## src/rtl/grn_pkg.sv

```systemverilog
// Shared definitions for the GRN attractor controller.
//   state_t        : controller FSM states
//   N_DEF / CW_DEF : default node count and counter width
//   MAX_STEPS_DEF  : default step bound for the detect and period phases
package grn_pkg;

  localparam int N_DEF         = 16;
  localparam int CW_DEF        = 16;
  localparam int MAX_STEPS_DEF = 1000;

  typedef enum logic [2:0] {
    IDLE = 3'd0,
    LOAD = 3'd1,
    RUN  = 3'd2,
    PER  = 3'd3,
    DONE = 3'd4
  } state_t;

endpackage

```

## src/rtl/grn_vec_eq.sv

```systemverilog
// N-bit vector equality qualified by a minimum step count.
//   a, b  : vectors to compare
//   count : current step count
//   eq    : 1 when a == b and count >= MIN
// Purely combinational; both inputs come straight from registered node outputs.
module grn_vec_eq #(
  parameter int N   = 16,
  parameter int CW  = 16,
  parameter int MIN = 1
) (
  input  logic [N-1:0]  a,
  input  logic [N-1:0]  b,
  input  logic [CW-1:0] count,
  output logic          eq
);

  localparam logic [CW-1:0] MIN_C = CW'(MIN);

  assign eq = (count >= MIN_C) && (a == b);

endmodule

```

## src/rtl/grn_attractor_ctrl.sv

```systemverilog
// Floyd cycle detection controller for a GRN node array.
// Loads an initial state into every node, runs a slow copy (s0, one update
// every second step) against a fast copy (s1, one update per step) until
// they meet, then steps s1 alone until it returns to s0 to measure the
// attractor period. One result per accepted initial state.
//   start/init_valid/init_ready/init_data : initial-state handshake
//   reset_nos/init_state                  : node load pulse and load value
//   start_s0/start_s1                     : node step enables (slow / fast)
//   s0_vec/s1_vec                         : node outputs of the two copies
//   res_*                                 : result handshake and payload
module grn_attractor_ctrl
  import grn_pkg::*;
#(
  parameter int N         = N_DEF,
  parameter int CW        = CW_DEF,
  parameter int MAX_STEPS = MAX_STEPS_DEF
) (
  input  logic          clk,
  input  logic          rst,
  input  logic          start,
  input  logic          init_valid,
  output logic          init_ready,
  input  logic [N-1:0]  init_data,
  output logic          reset_nos,
  output logic [N-1:0]  init_state,
  output logic          start_s0,
  output logic          start_s1,
  input  logic [N-1:0]  s0_vec,
  input  logic [N-1:0]  s1_vec,
  output logic          res_valid,
  input  logic          res_ready,
  output logic [N-1:0]  res_state,
  output logic [CW-1:0] res_steps,
  output logic [CW-1:0] res_period,
  output logic          res_timeout
);

  localparam logic [CW-1:0] MAX_C = CW'(MAX_STEPS);

  state_t        state_reg, state_next;
  logic [CW-1:0] steps_reg, per_reg;
  logic [N-1:0]  init_state_reg, res_state_reg;
  logic [CW-1:0] res_steps_reg, res_period_reg;
  logic          res_timeout_reg;

  logic hit, phit, run_to, per_to;

  // After one step s0 and s1 are both f(x), a meaningless match; require
  // at least two steps before the copies are considered to have met.
  grn_vec_eq #(.N(N), .CW(CW), .MIN(2)) u_eq_run (
    .a(s0_vec), .b(s1_vec), .count(steps_reg), .eq(hit)
  );

  // The copies are equal on entry to the period phase; ignore that match.
  grn_vec_eq #(.N(N), .CW(CW), .MIN(1)) u_eq_per (
    .a(s1_vec), .b(s0_vec), .count(per_reg), .eq(phit)
  );

  assign run_to = (steps_reg == MAX_C) && !hit;
  assign per_to = (per_reg == MAX_C) && !phit;

  always_comb begin
    state_next = state_reg;
    init_ready = 1'b0;
    reset_nos  = 1'b0;
    start_s0   = 1'b0;
    start_s1   = 1'b0;
    res_valid  = 1'b0;
    unique case (state_reg)
      IDLE: begin
        init_ready = start;
        if (start && init_valid) state_next = LOAD;
      end
      LOAD: begin
        reset_nos  = 1'b1;
        state_next = RUN;
      end
      RUN: begin
        // No step is issued on the timeout cycle, so the step counter
        // stops exactly at MAX_STEPS.
        if (hit)         state_next = PER;
        else if (run_to) state_next = DONE;
        else begin
          start_s0 = 1'b1;
          start_s1 = 1'b1;
        end
      end
      PER: begin
        if (phit || per_to) state_next = DONE;
        else                start_s1   = 1'b1;
      end
      DONE: begin
        res_valid = 1'b1;
        if (res_ready) state_next = IDLE;
      end
      default: state_next = IDLE;
    endcase
  end

  always_ff @(posedge clk) begin
    if (rst) begin
      state_reg       <= IDLE;
      steps_reg       <= '0;
      per_reg         <= '0;
      init_state_reg  <= '0;
      res_state_reg   <= '0;
      res_steps_reg   <= '0;
      res_period_reg  <= '0;
      res_timeout_reg <= 1'b0;
    end else begin
      state_reg <= state_next;
      unique case (state_reg)
        IDLE: begin
          if (start && init_valid) begin
            init_state_reg <= init_data;
            res_state_reg  <= init_data;
          end
        end
        LOAD: begin
          steps_reg       <= '0;
          per_reg         <= '0;
          res_steps_reg   <= '0;
          res_period_reg  <= '0;
          res_timeout_reg <= 1'b0;
        end
        RUN: begin
          if (hit) begin
            res_steps_reg <= steps_reg;
            per_reg       <= '0;
          end else if (run_to) begin
            res_steps_reg   <= steps_reg;
            res_period_reg  <= '0;
            res_timeout_reg <= 1'b1;
          end else begin
            steps_reg <= steps_reg + CW'(1);
          end
        end
        PER: begin
          if (phit) begin
            res_period_reg <= per_reg;
          end else if (per_to) begin
            res_period_reg  <= '0;
            res_timeout_reg <= 1'b1;
          end else begin
            per_reg <= per_reg + CW'(1);
          end
        end
        default: ;
      endcase
    end
  end

  assign init_state  = init_state_reg;
  assign res_state   = res_state_reg;
  assign res_steps   = res_steps_reg;
  assign res_period  = res_period_reg;
  assign res_timeout = res_timeout_reg;

endmodule

```

## config.mk

```make
export PLATFORM = sky130hd
export DESIGN_NAME = grn_attractor_ctrl
export DESIGN_NICKNAME = d
export VERILOG_FILES = /design/src/rtl/grn_pkg.sv /design/src/rtl/grn_vec_eq.sv /design/src/rtl/grn_attractor_ctrl.sv
export SDC_FILE = /design/constraint.sdc
export NUM_CORES = 1
export LEC_CHECK = 0
export ABC_AREA = 1
export ABC_CLOCK_PERIOD_IN_PS = 1900
export BUFFER_PORTS_ARGS = -buffer_cell sky130_fd_sc_hd__buf_2
export CAP_MARGIN = 25
export CORE_MARGIN = 5
export CORE_UTILIZATION = 54
export DETAILED_ROUTE_END_ITERATION = 10
export PLACE_DENSITY = 0.87
export SYNTH_ARGS = -nofsm -noshare
export SYNTH_HDL_FRONTEND = slang
export SYNTH_SLANG_ARGS = --single-unit
```

## constraint.sdc

```tcl
create_clock -name clk -period 1.9 [get_ports clk]
set_input_delay 0.38 -clock clk [delete_from_list [all_inputs] [get_ports clk]]
set_output_delay 0.38 -clock clk [all_outputs]
set_load 0.01 [all_outputs]
```

Word-level counts from Yosys, hierarchy flattened
Cells that the tools add are included.
{"block": "op_classes", "multipliers": 0, "n_bitwise": 0, "order_cmp": 2, "reduce_logical": 18, "n_eq_ne": 20, "shift": 0, "addsub": 2, "muxes": 34, "n_div": 0}
{"cell": "$mux W16", "count": 11}
{"cell": "$pmux W16 S3", "count": 2}
{"cell": "$pmux W16 S2", "count": 2}
{"cell": "$add A16 B1 Y16 const B", "count": 2}
{"cell": "$eq A16 B10 Y1 const B", "count": 2}
{"cell": "$eq A16 B16 Y1", "count": 2}
{"cell": "$ne A2 B2 Y1 const B", "count": 10}
{"cell": "$ge A16 B1 Y1 const B", "count": 1}
{"cell": "$ge A16 B2 Y1 const B", "count": 1}
{"cell": "$mux W3", "count": 5}
{"cell": "$pmux W3 S5", "count": 1}
{"cell": "$reduce_and A4 Y1", "count": 3}
{"cell": "$mux W1", "count": 11}
{"cell": "$eq A3 B2 Y1 const B", "count": 2}
{"cell": "$ne A3 B3 Y1 const B", "count": 2}
{"cell": "$logic_and A1 B1 Y1", "count": 5}
{"cell": "$reduce_and A5 Y1", "count": 1}
{"cell": "$reduce_and A2 Y1", "count": 2}
{"cell": "$eq A3 B1 Y1 const B", "count": 1}
{"cell": "$eq A3 B3 Y1 const B", "count": 1}
{"cell": "$logic_not A3 Y1", "count": 1}
{"cell": "$pmux W1 S3", "count": 1}
{"cell": "$reduce_and A3 Y1", "count": 1}
{"cell": "$reduce_bool A3 Y1", "count": 1}
{"cell": "other kinds (4)", "count": 5}
{"block": "totals", "ramBits": 0, "input_bits": 53, "latch_bits": 0, "out_inout_bits": 70, "reg_bits": 84, "rom_bits": 0, "mem_count": 0, "elab_cells": 83}

Depth between registers and ports, before layout
Gate-level depths: netlist of run 1.
{"block": "logic_depth", "depth_word": 7, "mapped_depth": 14}

Modules after synthesis
From an unflattened synthesis of run 1, not the netlist that was laid out.
{"block": "unflattened", "cells_unflattened": 830, "area_unflattened_um2": 5266.3}
{"mod": "grn_attractor_ctrl", "area_per_inst_um2": 4618.2, "instances": 1, "cells_per_inst": 682}
{"mod": "grn_vec_eq at u_eq_run", "area_per_inst_um2": 334.1, "instances": 1, "cells_per_inst": 78}
{"mod": "grn_vec_eq at u_eq_per", "area_per_inst_um2": 314.1, "instances": 1, "cells_per_inst": 70}

Worst setup path after synthesis of run 1
Ideal clock, no wire load.
{"block": "synth_timing", "path_type": "register to output", "start": "reg steps_reg[0]", "end": "out start_s0", "path_stages_with_launch": 10, "path_slack_ns": 0.160, "arrival_time_ns": 1.360, "t_required_ns": 1.520, "n_path_buf": 0, "path_cell_list": "dfxtp_1 inv_1 ha_1 nor2_1 nand3_1 nor2_1 nand2_1 nand3_4 nand2_2 inv_1"}
{"block": "synth_between", "elab_chain_cells": 7, "word_cells_on_any_way": 8, "cone_classes": "1 x order compare; 1 x eq/ne; 3 x mux; 3 x reduce/logical"}
{"element": "start, declared", "line_no": "grn_attractor_ctrl.sv:41", "source": "logic [CW-1:0] steps_reg, per_reg;"}
{"element": "start signal, assigned", "line_no": "grn_attractor_ctrl.sv:135", "source": "steps_reg <= steps_reg + CW'(1);"}
{"element": "$ge A16 B2 Y1", "line_no": "grn_vec_eq.sv:19", "source": "assign eq = (count >= MIN_C) && (a == b);"}
{"element": "$logic_and A1 B1 Y1", "line_no": "grn_vec_eq.sv:19"}
{"element": "$logic_not A1 Y1", "line_no": "grn_attractor_ctrl.sv:59", "source": "assign run_to = (steps_reg == MAX_C) && !hit;"}
{"element": "$logic_and A1 B1 Y1", "line_no": "grn_attractor_ctrl.sv:59"}
{"element": "$mux W1", "line_no": "grn_attractor_ctrl.sv:82", "source": "else if (run_to) state_next = DONE;"}
{"element": "$mux W1 *", "line_no": "grn_attractor_ctrl.sv:81", "source": "if (hit) state_next = PER;"}
{"element": "$mux W1 *", "line_no": "grn_attractor_ctrl.sv:69", "source": "unique case (state_reg)"}
{"element": "end, declared", "line_no": "grn_attractor_ctrl.sv:26", "source": "output logic start_s0,"}
Mark *: on every way between the ends. The rest lies on a longest branch, timed or not.

Final worst setup path of run 1
{"block": "layout_timing", "start": "reg steps_reg[0]", "end": "out start_s1"}
{"block": "layout_between", "elab_chain_cells": 7, "word_cells_on_any_way": 8, "cone_classes": "1 x order compare; 1 x eq/ne; 3 x mux; 3 x reduce/logical"}
{"element": "$ge A16 B2 Y1", "line_no": "grn_vec_eq.sv:19"}
{"element": "$logic_and A1 B1 Y1", "line_no": "grn_vec_eq.sv:19"}
{"element": "$logic_not A1 Y1", "line_no": "grn_attractor_ctrl.sv:59"}
{"element": "$logic_and A1 B1 Y1", "line_no": "grn_attractor_ctrl.sv:59"}
{"element": "$mux W1", "line_no": "grn_attractor_ctrl.sv:82"}
{"element": "$mux W1 *", "line_no": "grn_attractor_ctrl.sv:81"}
{"element": "$pmux W1 S2 *", "line_no": "grn_attractor_ctrl.sv:69"}
{"element": "end, declared", "line_no": "grn_attractor_ctrl.sv:27", "source": "output logic start_s1,"}
Marked as above.

==> results_dict.tcl, run 1 <==
set metrics [dict create \
    drt-initial-drc-count 376 \
    cts.sinks 84 \
    p_leak_uw 0.00295 \
    combPwrFrac_pct 50.9 \
    seq_area_frac_synth_pct 35.1 \
    place_ws_ns -0.0376 \
    synth_area_leader_cell "dfxtp_1" \
    overflow 0 \
    grt_pass1_wl_mm 22.1 \
    finalCritPeriodShare_pct 118 \
    drive_gt1_share_pct 34.5 \
    fin_tns_setup_ns -8.26 \
    hold_class "input port to flip-flop" \
    synth_nets 788 \
    synthFlopType "dfxtp_1" \
    wl_per_cell_um 15.4 \
    clockBufferDepth 2 \
    rsz0062_at_grt "true" \
    crit_slowest_cell "dfxtp_2" \
    clk_pin_slew_ns 0.09 \
    cts_tree "yes" \
    fillerInstances 627 \
    multi_input_area_um2 2810 \
    clk_latency_ns 0.37 \
    nNetsFinal 938 \
    firstDrtPassIters 6 \
    endpoint_kind "primary output" \
    htree_levels 3 \
    syn-cell-area_um2 4790 \
    via_per_inst 5.51 \
    cp.required_ns 1.52 \
    p_int_uw 4210 \
    synth-seq-cells 84 \
    die-area_um2 10900 \
    fin_crit_ns 2.23 \
    io_pins 123 \
    row_count 34 \
    cap_violations 0 \
    tightest_slew_ns 0.534 \
    violations "setup timing" \
    setup_viol 60 \
    relSlewSlack_pct 64.3 \
    worstPathMaxFanout 4 \
    path_cells "inv_4 -> ha_4 -> nor2_1 -> nand3_1 -> nor2_2 -> nand2_2 -> buf_6 -> nand3_4 -> nand2_4 -> nand2_2 -> buf_6" \
    dpl.hpwl_mm 8.96 \
    hold_viol_final 0 \
    critical_path_class "flip-flop to primary output" \
    async_reset_ff_share_pct 0 \
    crit_arrival_ns 1.85 \
    ir_drop_v 0.000868 \
    cts_buffers 9 \
    routed_wl_mm 15.3 \
    power_density_nw_per_um2 1170 \
    synth_edf_count 0 \
    regArea_um2 1710 \
    drv_slew 0 \
    swShare_pct 43.1 \
    antenna_found_initial 1 \
    netlist_top_cells_area "dfxtp_1, nand2_1, nor2_1" \
    area_growth_syn_to_layout_pct 32.4 \
    first_global_vias 4784 \
    start_kind "flip-flop" \
    fp.dieW_um 104 \
    yosys_warnings 0 \
    vias 5461 \
    initial_core_util_pct 55.2 \
    syn_avg_cell_area_um2 6.59 \
    portBuffers 122 \
    stdcell_area_um2 6350 \
    grt_use_total_pct 23.6 \
    max_freq_ghz 0.448 \
    core_um2 8680 \
    antenna_left 0 \
    clkPwrFrac_pct 17.9 \
    final.setup_skew_ns 0.00646 \
    gp_congestion 0.963 \
    yosysUniqueCellTypes 38 \
    critPathMaxStageDelay_ns 0.38 \
    root_buffer "clkbuf_8" \
    syn-instance-count 728 \
    setup_ws_ns -0.334 \
    grt_max_degree 59 \
    place_area_um2 5560 \
    power_switching_uw 3190 \
    status "finished, violations left" \
    synth_top_area_share_pct 35.1 \
    die_h_um 104 \
    drcViolationCount 0 \
    pwr-share-seq_pct 31.2 \
]
## metal layers
layer	part of all wire, %	vias to the layer above	wire (um)	global-route usage, %
met4	4.3	0	661	6.57
met1	36	2467	5570	28.8
met3	7.4	85	1140	4.47
met5	0	-	0	0
met2	52	314	7920	42.3
li1	-	2595	-	-
## final timing paths
check / start / endpoint / slack, ns / cells after the start
worst max-delay path: steps_reg[0]$_SDFFE_PP0P_ / start_s1 / -0.33 / 11
worst min-delay path: init_data[11] / res_state[11]$_SDFFE_PP0P_ / 0.27 / 3
worst max register to register: steps_reg[0]$_SDFFE_PP0P_ / per_reg[6]$_SDFFE_PP0P_ / -0.22 / 14
worst min register to register: res_period[4]$_SDFFE_PP0P_ / res_period[4]$_SDFFE_PP0P_ / 0.46 / 2
## stage by stage
| stage | utilization, % | cells | hold slack [ns] | total power (uW) |
|---|---|---|---|---|
| 2_1_floorplan | - | 728 | 0.457 | 4170 |
| 3_3_place_gp | 64.1 | 950 | 0.448 | 4980 |
| 3_5_place_dp | 64.1 | 950 | 0.449 | 5030 |
| 4_1_cts | 68.8 | 980 | 0.265 | 6650 |
| 5_1_grt | 73.1 | 991 | 0.266 | 7890 |
| 6_report | 73.2 | 992 | 0.270 | 7400 |
## worst max-delay path, delay by kind of cell, from the launching register on
kind | cells | cell delay, ns
simple gates | 7 | 0.67
fa+ha+maj | 1 | 0.15
flops | 1 | 0.38
buf+inv | 3 | 0.28
## cell usage after synthesis, types with 3 or more instances
master	number
nand3_1	51
nand2_1	171
xor2_1	15
clkbuf_1	13
nor2_2	6
a31oi_1	3
o21ai_0	44
clkinv_1	4
dfxtp_1	84
buf_6	4
inv_2	7
xnor2_1	4
buf_4	18
nor3_1	13
a21oi_1	55
nor2_4	4
nand4_1	10
buf_2	5
clkbuf_2	3
nand2_2	5
inv_1	79
ha_1	7
nor2_1	102
## repair_timing
action,CTS,global route
gates resized for setup,35,106
pin swaps,14,27
setup endpoints to repair,29,69
endpoints found under the hold margin,0,0
cloned,1,4
setup buffers,14,10
hold buffers,0,0
## cell type report
type | instances | share of cell area, %
multi-input cells | 512 | 44.3
flip-flops and latches | 84 | 26.9
repair buffers | 181 | 18.0
inverters | 90 | 5.54
well taps | 108 | 2.13
clock buffers | 9 | 1.95
clock inverters | 7 | 1.16
diodes | 1 | 0.0394
## power groups by stage
| stage | sequential [uW] | combinational [uW] | clock, uW |
|---|---|---|---|
| after CTS | 2260 | 3060 | 1330 |
| after global placement | 2270 | 2710 | 0 |
| after global routing | 2360 | 4110 | 1420 |
| final | 2310 | 3770 | 1320 |
| after floorplan | 2400 | 1760 | 0 |
| after detailed placement | 2280 | 2750 | 0 |
## cell families (layout without fill, tap and decap cells)
group / Yosys count / count (layout) / share of synthesized area [%]
and+or+nand+nor: 375 / 377 / 34.8
buffers and inverters: 134 / 287 / 12.7
AOI/OAI and AO/OA: 109 / 109 / 12.1
DFF: 84 / 84 / 35.1
xor gates and xnor gates: 19 / 19 / 3.47
adders and majority gates: 7 / 7 / 1.83
other: 0 / 1 / 0
## placed cells by master, fill, tap and decap left out, types with 3 or more instances in the layout
master,count
nand2_1,164
buf_2,120
nor2_1,97
inv_1,72
dfxtp_1,68
a21oi_1,53
buf_4,50
nand3_1,49
o21ai_2,27
xor2_1,15
dfxtp_2,14
o21ai_0,13
nand4_1,10
nor3_1,10
inv_2,9
clkbuf_8,9
nor2_4,8
nor2_2,8
nand2_2,8
o21ai_1,6
inv_4,5
buf_6,5
nand2_4,4
xnor2_1,4
ha_4,4
nand3_2,3
clkinv_1,3
clkinv_2,3
nand2_8,3
a31oi_1,3
ha_1,3
inv_6,3
buf_8,3
(Power assumes the default switching activity.)
==> run 2, diff against run 1 <==
--- a/config.mk
+++ b/config.mk
@@ -7,7 +7,7 @@
 export LEC_CHECK = 0
 export ABC_AREA = 1
 export ABC_CLOCK_PERIOD_IN_PS = 1900
-export BUFFER_PORTS_ARGS = -buffer_cell sky130_fd_sc_hd__buf_2
+export BUFFER_PORTS_ARGS = -buffer_cell sky130_fd_sc_hd__buf_4
 export CAP_MARGIN = 25
 export CORE_MARGIN = 5
 export CORE_UTILIZATION = 54
==> run 2 against run 1 <==
The run ends with DRC, setup timing left. Sequential power about the same. Final cell count decreased by 0.40%. Die area unchanged. Setup slack improved by 0.15 ns. Count of clock-buffer cells in the layout unchanged. Utilization increased by 2.6 points. Critical path depth decreased by 2. Design area increased by 3.5%. Register-to-register slack improved by 0.12 ns. Critical path type unchanged. Largest power group unchanged.
==> results_dict.tcl, run 2 (synthesized netlist as in run 1, its figures left out) <==
set metrics [dict create \
    status "finished, violations left" \
    violations "DRC, setup timing" \
    ir_drop_v 0.000697 \
    r2r_slack_ns -0.10 \
    rsz0062_at_grt "true" \
    setup_ws_ns -0.184 \
    hold_viol_final 0 \
    root_buffer "clkbuf_8" \
    drcViolationCount 2 \
    r2r-end "steps_reg[4]$_SDFFE_PP0P_" \
    routed_wl_mm 15.1 \
    p_leak_uw 0.00296 \
    antenna_left 0 \
    drt-initial-drc-count 345 \
    diodes 0 \
    cts.sinks 84 \
    drv_slew 0 \
    reg2reg_depth 12 \
    clk_latency_ns 0.37 \
    endpoint_kind "primary output" \
    layout_common_cells "buf_4, nand2_1, nor2_1, inv_1, dfxtp_1" \
    hold_depth 3 \
    stdcell_area_um2 6570 \
    grt_max_degree 37 \
    min_to "res_state[6]$_SDFFE_PP0P_" \
    fin_util_pct 75.7 \
    first_global_vias 5007 \
    gp_congestion 0.932 \
    cap_violations 0 \
    fin_tns_setup_ns -1.28 \
    reg2reg_from "state_reg[1]$_SDFFE_PP0P_" \
    vias 5365 \
    die_h_um 104 \
    finalCritPeriodShare_pct 110 \
    die-area_um2 10900 \
    portBuffers 122 \
    cts_buffers 9 \
    final_cells 988 \
    firstDrtPassIters 8 \
    tightest_slew_ns 0.529 \
    overflow 0 \
    cts_tree "yes" \
    crit_arrival_ns 1.70 \
    via_per_inst 5.43 \
    layout_commonest_cell "buf_4" \
    cp.required_ns 1.52 \
    clk_pin_slew_ns 0.10 \
    core_um2 8680 \
    drive_gt1_share_pct 34.3 \
    place_area_um2 5900 \
    wl_per_cell_um 15.2 \
    row_count 34 \
    fp.dieW_um 104 \
    relSlewSlack_pct 64.6 \
    antenna_found_initial 0 \
    cts.hold.buffers_added 0 \
    start_kind "flip-flop" \
    dp.cells 953 \
    critical_path_class "flip-flop to primary output" \
    io_pins 123 \
    dpl.hpwl_mm 10.3 \
    grt_use_total_pct 24.6 \
    clockBufferDepth 2 \
    worstHoldStart "init_data[6]" \
    htree_levels 3 \
    setup_viol 18 \
    worstPathMaxFanout 6 \
    nNetsFinal 935 \
    area_growth_syn_to_layout_pct 37.1 \
    final.setup_skew_ns 0.0104 \
    power_density_nw_per_um2 1100 \
    grt_pass1_wl_mm 22.7 \
    max_freq_ghz 0.480 \
    fin_crit_ns 2.08 \
    hold_class "input port to flip-flop" \
    initial_core_util_pct 55.2 \
]
## run 2: cell types whose count changed in the layout (fill, tap and decap cells not counted), moves of 6 or more
cell | previous run | this run
a21oi_2 | 2 | 10
nand2_1 | 164 | 158
nand2_2 | 8 | 14
buf_4 | 50 | 170
o21ai_0 | 13 | 34
a21oi_1 | 53 | 45
buf_2 | 120 | 0
o21ai_2 | 27 | 8
## run 2: cell type report
class	count	area (um2)
Multi-Input combinational cell	511	2780
Fill cell	628	2110
Sequential cell	84	1710
Timing Repair Buffer	179	1400
Inverter	90	357
Tap cell	108	135
Clock buffer	9	124
Clock inverter	7	58.8
## run 2: how the worst max path moves through the flow
stage / start / end / slack [ns] / cells after the start
after floorplan: steps_reg[0]$_SDFFE_PP0P_ / start_s0 / 0.16 / 9
after global placement: s0_vec[12] / start_s0 / 0.006 / 10
after detailed placement: s0_vec[6] / per_reg[0]$_SDFFE_PP0P_ / -0.08 / 13
after CTS: steps_reg[0]$_SDFFE_PP0P_ / start_s0 / -0.16 / 10
after global routing: steps_reg[0]$_SDFFE_PP0P_ / start_s0 / -0.26 / 10
final: state_reg[1]$_SDFFE_PP0P_ / start_s1 / -0.18 / 9
## run 2: worst max-delay path, stage by stage (launching register included)
cell	delay (ns)
dfxtp_2	0.36
inv_1	0.06
nor2_2	0.15
inv_2	0.10
nor2_4	0.18
inv_2	0.12
nor2_4	0.12
nand2_4	0.09
nand2_2	0.07
buf_6	0.10
## run 2: where the power goes
group / internal [uW] / leakage [uW] / switching [uW] / total, uW
Combinational: 1570 / 0.00218 / 2140 / 3710
Sequential: 2090 / 0.000692 / 222 / 2310
Clock: 496 / 0.0000921 / 742 / 1240
Total: 4150 / 0.00296 / 3110 / 7250
## run 2: what timing repair did
item,4_1_cts,5_1_grt
cloned,0,1
buffers inserted,9,10
pin swaps,10,38
endpoints found under the setup margin,5,52
resized for setup,21,94
hold endpoints to repair,0,0
## run 2: layer usage
layer | GRT usage (%) | vias up | part of all wire [%] | wire [um]
met1 | 28.0 | 2487 | 37 | 5600
met5 | 0 | - | 0 | 0
met3 | 4.59 | 58 | 6.4 | 959
li1 | - | 2582 | - | -
met4 | 9.25 | 0 | 3.2 | 487
met2 | 45.2 | 238 | 53 | 8000
## run 2: stage by stage
stage	setup WS [ns]	hold WS, ns	power (uW)
after floorplan	0.160	0.457	4170
after global placement	0.00580	0.450	5280
after detailed placement	-0.0785	0.460	5400
after CTS	-0.163	0.281	6740
after global routing	-0.262	0.286	7700
final	-0.184	0.282	7250
